## src/rtl/inst_encoder_pkg.sv

```systemverilog
// Shared constants for the instruction encoder: widths, immediate-format select
// codes, opcodes and the buffer state encoding.
package inst_encoder_pkg;

  localparam int unsigned RV_INST_WIDTH    = 32;
  localparam int unsigned RV_IMM_SEL_WIDTH = 3;
  localparam int unsigned RV_REG_WIDTH     = 32;

  // Any select code not listed here encodes as R-type.
  localparam logic [2:0] IMM_SEL_I = 3'd1;
  localparam logic [2:0] IMM_SEL_S = 3'd2;
  localparam logic [2:0] IMM_SEL_B = 3'd3;
  localparam logic [2:0] IMM_SEL_J = 3'd4;

  localparam logic [6:0] OPC_OP_IMM = 7'h13;
  localparam logic [6:0] OPC_STORE  = 7'h23;
  localparam logic [6:0] OPC_BRANCH = 7'h63;
  localparam logic [6:0] OPC_JAL    = 7'h6F;
  localparam logic [6:0] OPC_OP     = 7'h33;

  typedef enum logic [1:0] {
    FIFO_EMPTY = 2'd0,
    FIFO_ONE   = 2'd1,
    FIFO_FULL  = 2'd2
  } fifo_state_e;

endpackage

```

## src/rtl/inst_enc_fifo.sv

```systemverilog
// Two-entry synchronous FIFO; entry0 is always the head, so the read data
// comes straight from a flop and holds steady under backpressure.
module inst_enc_fifo
  import inst_encoder_pkg::*;
#(
  parameter int unsigned DATA_WIDTH = 45
) (
  input  logic                  clk,
  input  logic                  rst_n,
  input  logic                  wr_valid,
  output logic                  wr_ready,
  input  logic [DATA_WIDTH-1:0] wr_data,
  output logic                  rd_valid,
  input  logic                  rd_ready,
  output logic [DATA_WIDTH-1:0] rd_data
);

  fifo_state_e           state_q, state_d;
  logic [DATA_WIDTH-1:0] entry0_q, entry0_d;
  logic [DATA_WIDTH-1:0] entry1_q, entry1_d;
  logic                  wr_en, rd_en;

  assign wr_en = wr_valid && (state_q != FIFO_FULL);
  assign rd_en = rd_ready && (state_q != FIFO_EMPTY);

  always_ff @(posedge clk or negedge rst_n) begin
    if (!rst_n) begin
      state_q  <= FIFO_EMPTY;
      entry0_q <= '0;
      entry1_q <= '0;
    end else begin
      state_q  <= state_d;
      entry0_q <= entry0_d;
      entry1_q <= entry1_d;
    end
  end

  always_comb begin
    state_d  = state_q;
    entry0_d = entry0_q;
    entry1_d = entry1_q;
    unique case (state_q)
      FIFO_EMPTY: begin
        if (wr_en) begin
          state_d  = FIFO_ONE;
          entry0_d = wr_data;
        end
      end
      FIFO_ONE: begin
        if (wr_en && rd_en) begin
          entry0_d = wr_data;
        end else if (wr_en) begin
          state_d  = FIFO_FULL;
          entry1_d = wr_data;
        end else if (rd_en) begin
          state_d  = FIFO_EMPTY;
        end
      end
      FIFO_FULL: begin
        if (rd_en) begin
          state_d  = FIFO_ONE;
          entry0_d = entry1_q;
        end
      end
      default: state_d = FIFO_EMPTY;
    endcase
  end

  // wr_ready decodes only registered state, never rd_ready.
  always_comb begin
    wr_ready = (state_q != FIFO_FULL);
    rd_valid = (state_q != FIFO_EMPTY);
    rd_data  = entry0_q;
  end

endmodule

```

## src/rtl/inst_encoder.sv

```systemverilog
// Builds RISC-V instruction words from decoded fields, flags unrepresentable
// immediates, stamps a byte address and buffers the result for the loader.
module inst_encoder
  import inst_encoder_pkg::*;
#(
  parameter int unsigned INST_WIDTH    = RV_INST_WIDTH,
  parameter int unsigned IMM_SEL_WIDTH = RV_IMM_SEL_WIDTH,
  parameter int unsigned REG_WIDTH     = RV_REG_WIDTH,
  parameter int unsigned ADDR_WIDTH    = 12
) (
  input  logic                     clk,
  input  logic                     rst_n,
  input  logic                     addr_clr,
  input  logic                     in_valid,
  output logic                     in_ready,
  input  logic [IMM_SEL_WIDTH-1:0] in_sel,
  input  logic [6:0]               in_opcode,
  input  logic [4:0]               in_rd,
  input  logic [4:0]               in_rs1,
  input  logic [4:0]               in_rs2,
  input  logic [2:0]               in_funct3,
  input  logic [6:0]               in_funct7,
  input  logic [REG_WIDTH-1:0]     in_imm,
  output logic                     out_valid,
  input  logic                     out_ready,
  output logic [INST_WIDTH-1:0]    out_inst,
  output logic [ADDR_WIDTH-1:0]    out_addr,
  output logic                     out_err,
  output logic                     err_sticky
);

  localparam int unsigned DATA_WIDTH = INST_WIDTH + ADDR_WIDTH + 1;

  localparam logic signed [REG_WIDTH-1:0] SHORT_MIN = REG_WIDTH'(-2048);
  localparam logic signed [REG_WIDTH-1:0] SHORT_MAX = REG_WIDTH'(2047);
  localparam logic signed [REG_WIDTH-1:0] LONG_MIN  = REG_WIDTH'(-4096);
  localparam logic signed [REG_WIDTH-1:0] LONG_MAX  = REG_WIDTH'(4094);

  logic signed [REG_WIDTH-1:0] imm_s;
  logic                        short_ok, long_ok;
  logic [31:0]                 word;
  logic                        imm_err;
  logic                        accept, out_hs;
  logic [ADDR_WIDTH-1:0]       wr_addr;
  logic [ADDR_WIDTH-1:0]       addr_q, addr_d;
  logic                        err_sticky_q, err_sticky_d;
  logic [DATA_WIDTH-1:0]       wr_data, rd_data;

  assign imm_s    = $signed(in_imm);
  assign short_ok = (imm_s >= SHORT_MIN) && (imm_s <= SHORT_MAX);
  assign long_ok  = (imm_s >= LONG_MIN) && (imm_s <= LONG_MAX) && !in_imm[0];

  always_comb begin
    word    = '0;
    imm_err = 1'b0;
    case (in_sel)
      IMM_SEL_WIDTH'(IMM_SEL_I): begin
        word    = {in_imm[11:0], in_rs1, in_funct3, in_rd, in_opcode};
        imm_err = !short_ok;
      end
      IMM_SEL_WIDTH'(IMM_SEL_S): begin
        word    = {in_imm[11:5], in_rs2, in_rs1, in_funct3, in_imm[4:0], in_opcode};
        imm_err = !short_ok;
      end
      IMM_SEL_WIDTH'(IMM_SEL_B): begin
        word    = {in_imm[12], in_imm[10:5], in_rs2, in_rs1, in_funct3,
                   in_imm[4:1], in_imm[11], in_opcode};
        imm_err = !long_ok;
      end
      IMM_SEL_WIDTH'(IMM_SEL_J): begin
        word    = {in_imm[12:1], in_rs1, in_funct3, in_rd, in_opcode};
        imm_err = !long_ok;
      end
      default: begin
        word    = {in_funct7, in_rs2, in_rs1, in_funct3, in_rd, in_opcode};
        imm_err = 1'b0;
      end
    endcase
  end

  assign accept  = in_valid && in_ready;
  assign out_hs  = out_valid && out_ready;
  assign wr_addr = addr_clr ? '0 : addr_q;
  assign wr_data = {imm_err, wr_addr, INST_WIDTH'(word)};

  // A clear alongside an accept restarts numbering at the accepted word.
  always_comb begin
    addr_d = addr_q;
    if (accept) begin
      addr_d = wr_addr + ADDR_WIDTH'(4);
    end else if (addr_clr) begin
      addr_d = '0;
    end
  end

  always_comb begin
    err_sticky_d = err_sticky_q;
    if (addr_clr) begin
      err_sticky_d = 1'b0;
    end
    if (out_hs && out_err) begin
      err_sticky_d = 1'b1;
    end
  end

  always_ff @(posedge clk or negedge rst_n) begin
    if (!rst_n) begin
      addr_q       <= '0;
      err_sticky_q <= 1'b0;
    end else begin
      addr_q       <= addr_d;
      err_sticky_q <= err_sticky_d;
    end
  end

  inst_enc_fifo #(
    .DATA_WIDTH (DATA_WIDTH)
  ) u_fifo (
    .clk      (clk),
    .rst_n    (rst_n),
    .wr_valid (in_valid),
    .wr_ready (in_ready),
    .wr_data  (wr_data),
    .rd_valid (out_valid),
    .rd_ready (out_ready),
    .rd_data  (rd_data)
  );

  assign {out_err, out_addr, out_inst} = rd_data;
  assign err_sticky = err_sticky_q;

endmodule

```

## config.mk

```make
export PLATFORM = sky130hd
export DESIGN_NAME = inst_encoder
export DESIGN_NICKNAME = d
export VERILOG_FILES = /design/src/rtl/inst_encoder_pkg.sv /design/src/rtl/inst_enc_fifo.sv /design/src/rtl/inst_encoder.sv
export SDC_FILE = /design/constraint.sdc
export NUM_CORES = 1
export LEC_CHECK = 0
export ABC_AREA = 0
export BUFFER_PORTS_ARGS = -buffer_cell sky130_fd_sc_hd__buf_2
export CORE_ASPECT_RATIO = 1.5
export CORE_UTILIZATION = 53
export DETAILED_ROUTE_END_ITERATION = 12
export MAX_ROUTING_LAYER = met4
export PLACE_DENSITY_LB_ADDON = 0.12
export REMOVE_ABC_BUFFERS = 1
export SETUP_SLACK_MARGIN = 0.15
export SLEW_MARGIN = 30
export SYNTH_ARGS = -nofsm -noshare
export SYNTH_HDL_FRONTEND = slang
export SYNTH_SLANG_ARGS = --single-unit
export TNS_END_PERCENT = 5
```

## constraint.sdc

```tcl
create_clock -name clk -period 2 [get_ports clk]
set_input_delay 0.3 -clock clk [delete_from_list [all_inputs] [get_ports clk]]
set_output_delay 0.3 -clock clk [all_outputs]
set_load 0.01 [all_outputs]
```

==> impl_metrics.ini <==
[setup_path]
critPathMaxFanout = 65
crit_path_start_kind = flop
path_class = flop to flop
crit_slowest_cell = buf_4
required_ns = 2.21
crit_path_max_incr_delay_ns = 0.56
cp.arrival_ns = 1.89
path_common_cell = a21oi_1
cp_cell_sequence = nor2b_4, buf_4, nor2_1, a21oi_1, a21oi_1
endpoint_kind = flop

[die]
pin_count = 120
die_x_um = 80.6
initial_core_util = 0.550
num_rows = 42
die_y_um = 120
dieArea_um2 = 9660
fp.coreArea_um2 = 8930

[power_and_ir_drop]
powerDensity_nw_per_um2 = 1040
p_leak_nw = 2.70
peakVddDrop_v = 0.000630

[synthesis]
synth_edf_count = 0
yosysSeqAreaShare = 0.535
synth_ff_type = dfrtp_1
synth.distinct_cells = 47
synth_area_um2 = 4910
synth_cells = 516
synth-async-reset-ratio = 1.00
syn_area_per_cell_um2 = 9.52
synth_top_area_frac = 0.535
ys_top_cells_by_area = dfrtp_1 (54%), nand2_1 (7.3%), nor2_1 (4.1%)
ys_warn_count = 0
ys_ff_latch = 105
yosys.area.top_type = dfrtp_1

[global_routing]
antenna_found_initial = 0
gr-total-overflow = 0
grt_max_degree = 66
grt.total_usage = 0.245
grt_pass1_wl_um = 17800
grt_pass1_vias = 3836

[finish]
fin_nets = 699
final_layout_size_suffix_gt1_frac = 0.276
areaGrowthSynthToFinish_pct = 21.2
fillers = 745
n_antenna_cell = 0

[detailed_routing]
vias_per_cell = 5.56
num_vias = 4118
wl_met2_um = 5560
routed_wl_um = 10600
dr.pass1.iters = 4
route.met3.wl_um = 460
wl_met1_um = 4450
ant_nets = 0
drc = 0
wl_per_cell_um = 14.4
highest_layer = met4
first_iter_violations = 211

[clock_tree]
cts_tree = yes
clock_latency_ns = 0.34
cts_buffer_depth = 2
clock_sinks = 105
cts_buffers = 9
cts_root_buf = clkbuf_16
cts.clk_slew.worst_paths_ns = 0.06
postCtsResizedCells = 0
htreeDepth = 3

[timing]
timing.final.hold_violations = 0
rsz0062_at_grt = no
timing.fmax_mhz = 596
max_slew_margin = 0.560
worst_slack_ns = 0.323
timing.hold.ws_ns = 0.199
period_needed_ns = 1.68
timing.final.crit_share = 0.838
slew_viol_final = 0
tightest_slew_ns = 0.660
fin_worst_skew_ns = 0.00798
setup_viol = 0

[placement]
routabilityCongestion = 0.826
place_hpwl_um = 7540
port_buffers = 119
dp_slack_ns = 0.230

[job]
maxCapViolCount = 0

[worst_hold_path]
hold_path.class = input pin to flop

[run_status]
status = completed
[cell type report]
cell class	count	area, um2	area share
Multi-Input combinational cell	366	2100	0.352
Timing Repair Buffer	135	758	0.127
Tap cell	110	138	0.0231
Inverter	9	33.8	0.00568
Clock inverter	2	37.5	0.00631
Clock buffer	13	260	0.0437
Sequential cell	105	2630	0.442
[worst max-delay path: cells and delay by family, from the launching register on]
kind,cells,cell delay (ns)
DFF,1,0.48
and+or+nand+nor,2,0.27
AOI/OAI and AO/OA,2,0.25
buffers and inverters,1,0.56
[path summary, 6_finish.rpt]
path / start / end / slack (ns) / cells after the start
worst max-delay path: u_fifo.state_q[0] / u_fifo.rd_data[40] / 0.32 / 5
worst min-delay path: addr_clr / addr_q[8] / 0.20 / 2
worst max register to register: u_fifo.state_q[0] / u_fifo.rd_data[40] / 0.32 / 5
worst min register to register: u_fifo.entry1_q[10] / u_fifo.entry1_q[10] / 0.47 / 2
max in group asynchronous: rst_n / u_fifo.rd_data[0] / 0.83 / 3
min in group asynchronous: rst_n / u_fifo.rd_data[2] / 0.50 / 2
[synthesized netlist by cell type, drive strengths merged (2+ instances only)]
cell,n
a21oi,34
a2bb2oi,2
a31oi,17
and4,2
buf,26
clkbuf,10
dfrtp,105
inv,9
mux2,17
mux2i,6
nand2,95
nand3,2
nand4,6
nor2,55
nor2b,6
nor3,8
nor4,7
o211ai,13
o21a,12
o21ai,41
o221ai,11
or3,8
xnor2,8
xor2,2
[routing by layer]
layer,vias up,GRT usage
met2,123,0.412
li1,2017,-
met1,1966,0.293
met4,0,0.0737
met3,12,0.0517
met5,-,-
[kinds of logic (layout without fill, tap and decap cells)]
kind of cell             after synthesis  count (layout)  share of synthesized area
AO/OA/AOI/OAI                        135             135                      0.169
XOR/XNOR                              10              10                     0.0178
adder cells (fa/ha/maj)                1               1                    0.00255
buffers and inverters                 45             159                     0.0423
flip-flops                           105             105                      0.535
multiplexers                          23              23                     0.0512
AND/OR/NAND/NOR                      197             197                      0.182
[layout by cell type (no fill, tap or decap), drive strengths merged, types with 7 or more instances in the layout]
cell / Yosys / final
nand2: 95 / 95
dfrtp: 105 / 105
clkbuf: 10 / 13
a21oi: 34 / 34
buf: 26 / 134
or3: 8 / 8
a31oi: 17 / 17
o211ai: 13 / 13
inv: 9 / 9
o21ai: 41 / 41
xnor2: 8 / 8
nor2: 55 / 55
o221ai: 11 / 11
o21a: 12 / 12
mux2: 17 / 17
nor3: 8 / 8
nor4: 7 / 7
[metrics by stage]
stage / power [W] / instance area [um2] / instances / utilization / setup TNS [ns]
finish: 0.00617 / 5950 / 740 / 0.666 / 0
global route: 0.00655 / 5950 / 740 / 0.666 / 0
CTS: 0.00624 / 5950 / 740 / 0.666 / 0
detailed placement: 0.00448 / 5640 / 724 / 0.632 / 0
global placement: 0.00441 / 5640 / 724 / 0.632 / 0
floorplan: 0.00380 / 4740 / 480 / - / -112.91
[sequential cells by signal, summed over array words and instances, names as in the netlist]
register	count
err_sticky	1
u_fifo.state_q	2
u_fifo.entry1_q	45
u_fifo.rd_data	45
addr_q	12
[power breakdown]
| part | switching (W) | leakage (nW) | total, W | internal [W] |
|---|---|---|---|---|
| clock | 0.000713 | 0.142 | 0.00175 | 0.00103 |
| combinational | 0.000809 | 1.28 | 0.00148 | 0.000669 |
| sequential | 0.000286 | 1.28 | 0.00295 | 0.00266 |
| total | 0.00181 | 2.70 | 0.00617 | 0.00436 |
[repair_timing]
| item | in CTS | in global routing |
|---|---|---|
| endpoints found under the hold margin | 40 | 0 |
| hold buffers | 1 | 0 |
| endpoints found under the setup margin | 0 | 0 |
| buffers inserted | 0 | 0 |
(Power assumes the default switching activity.)
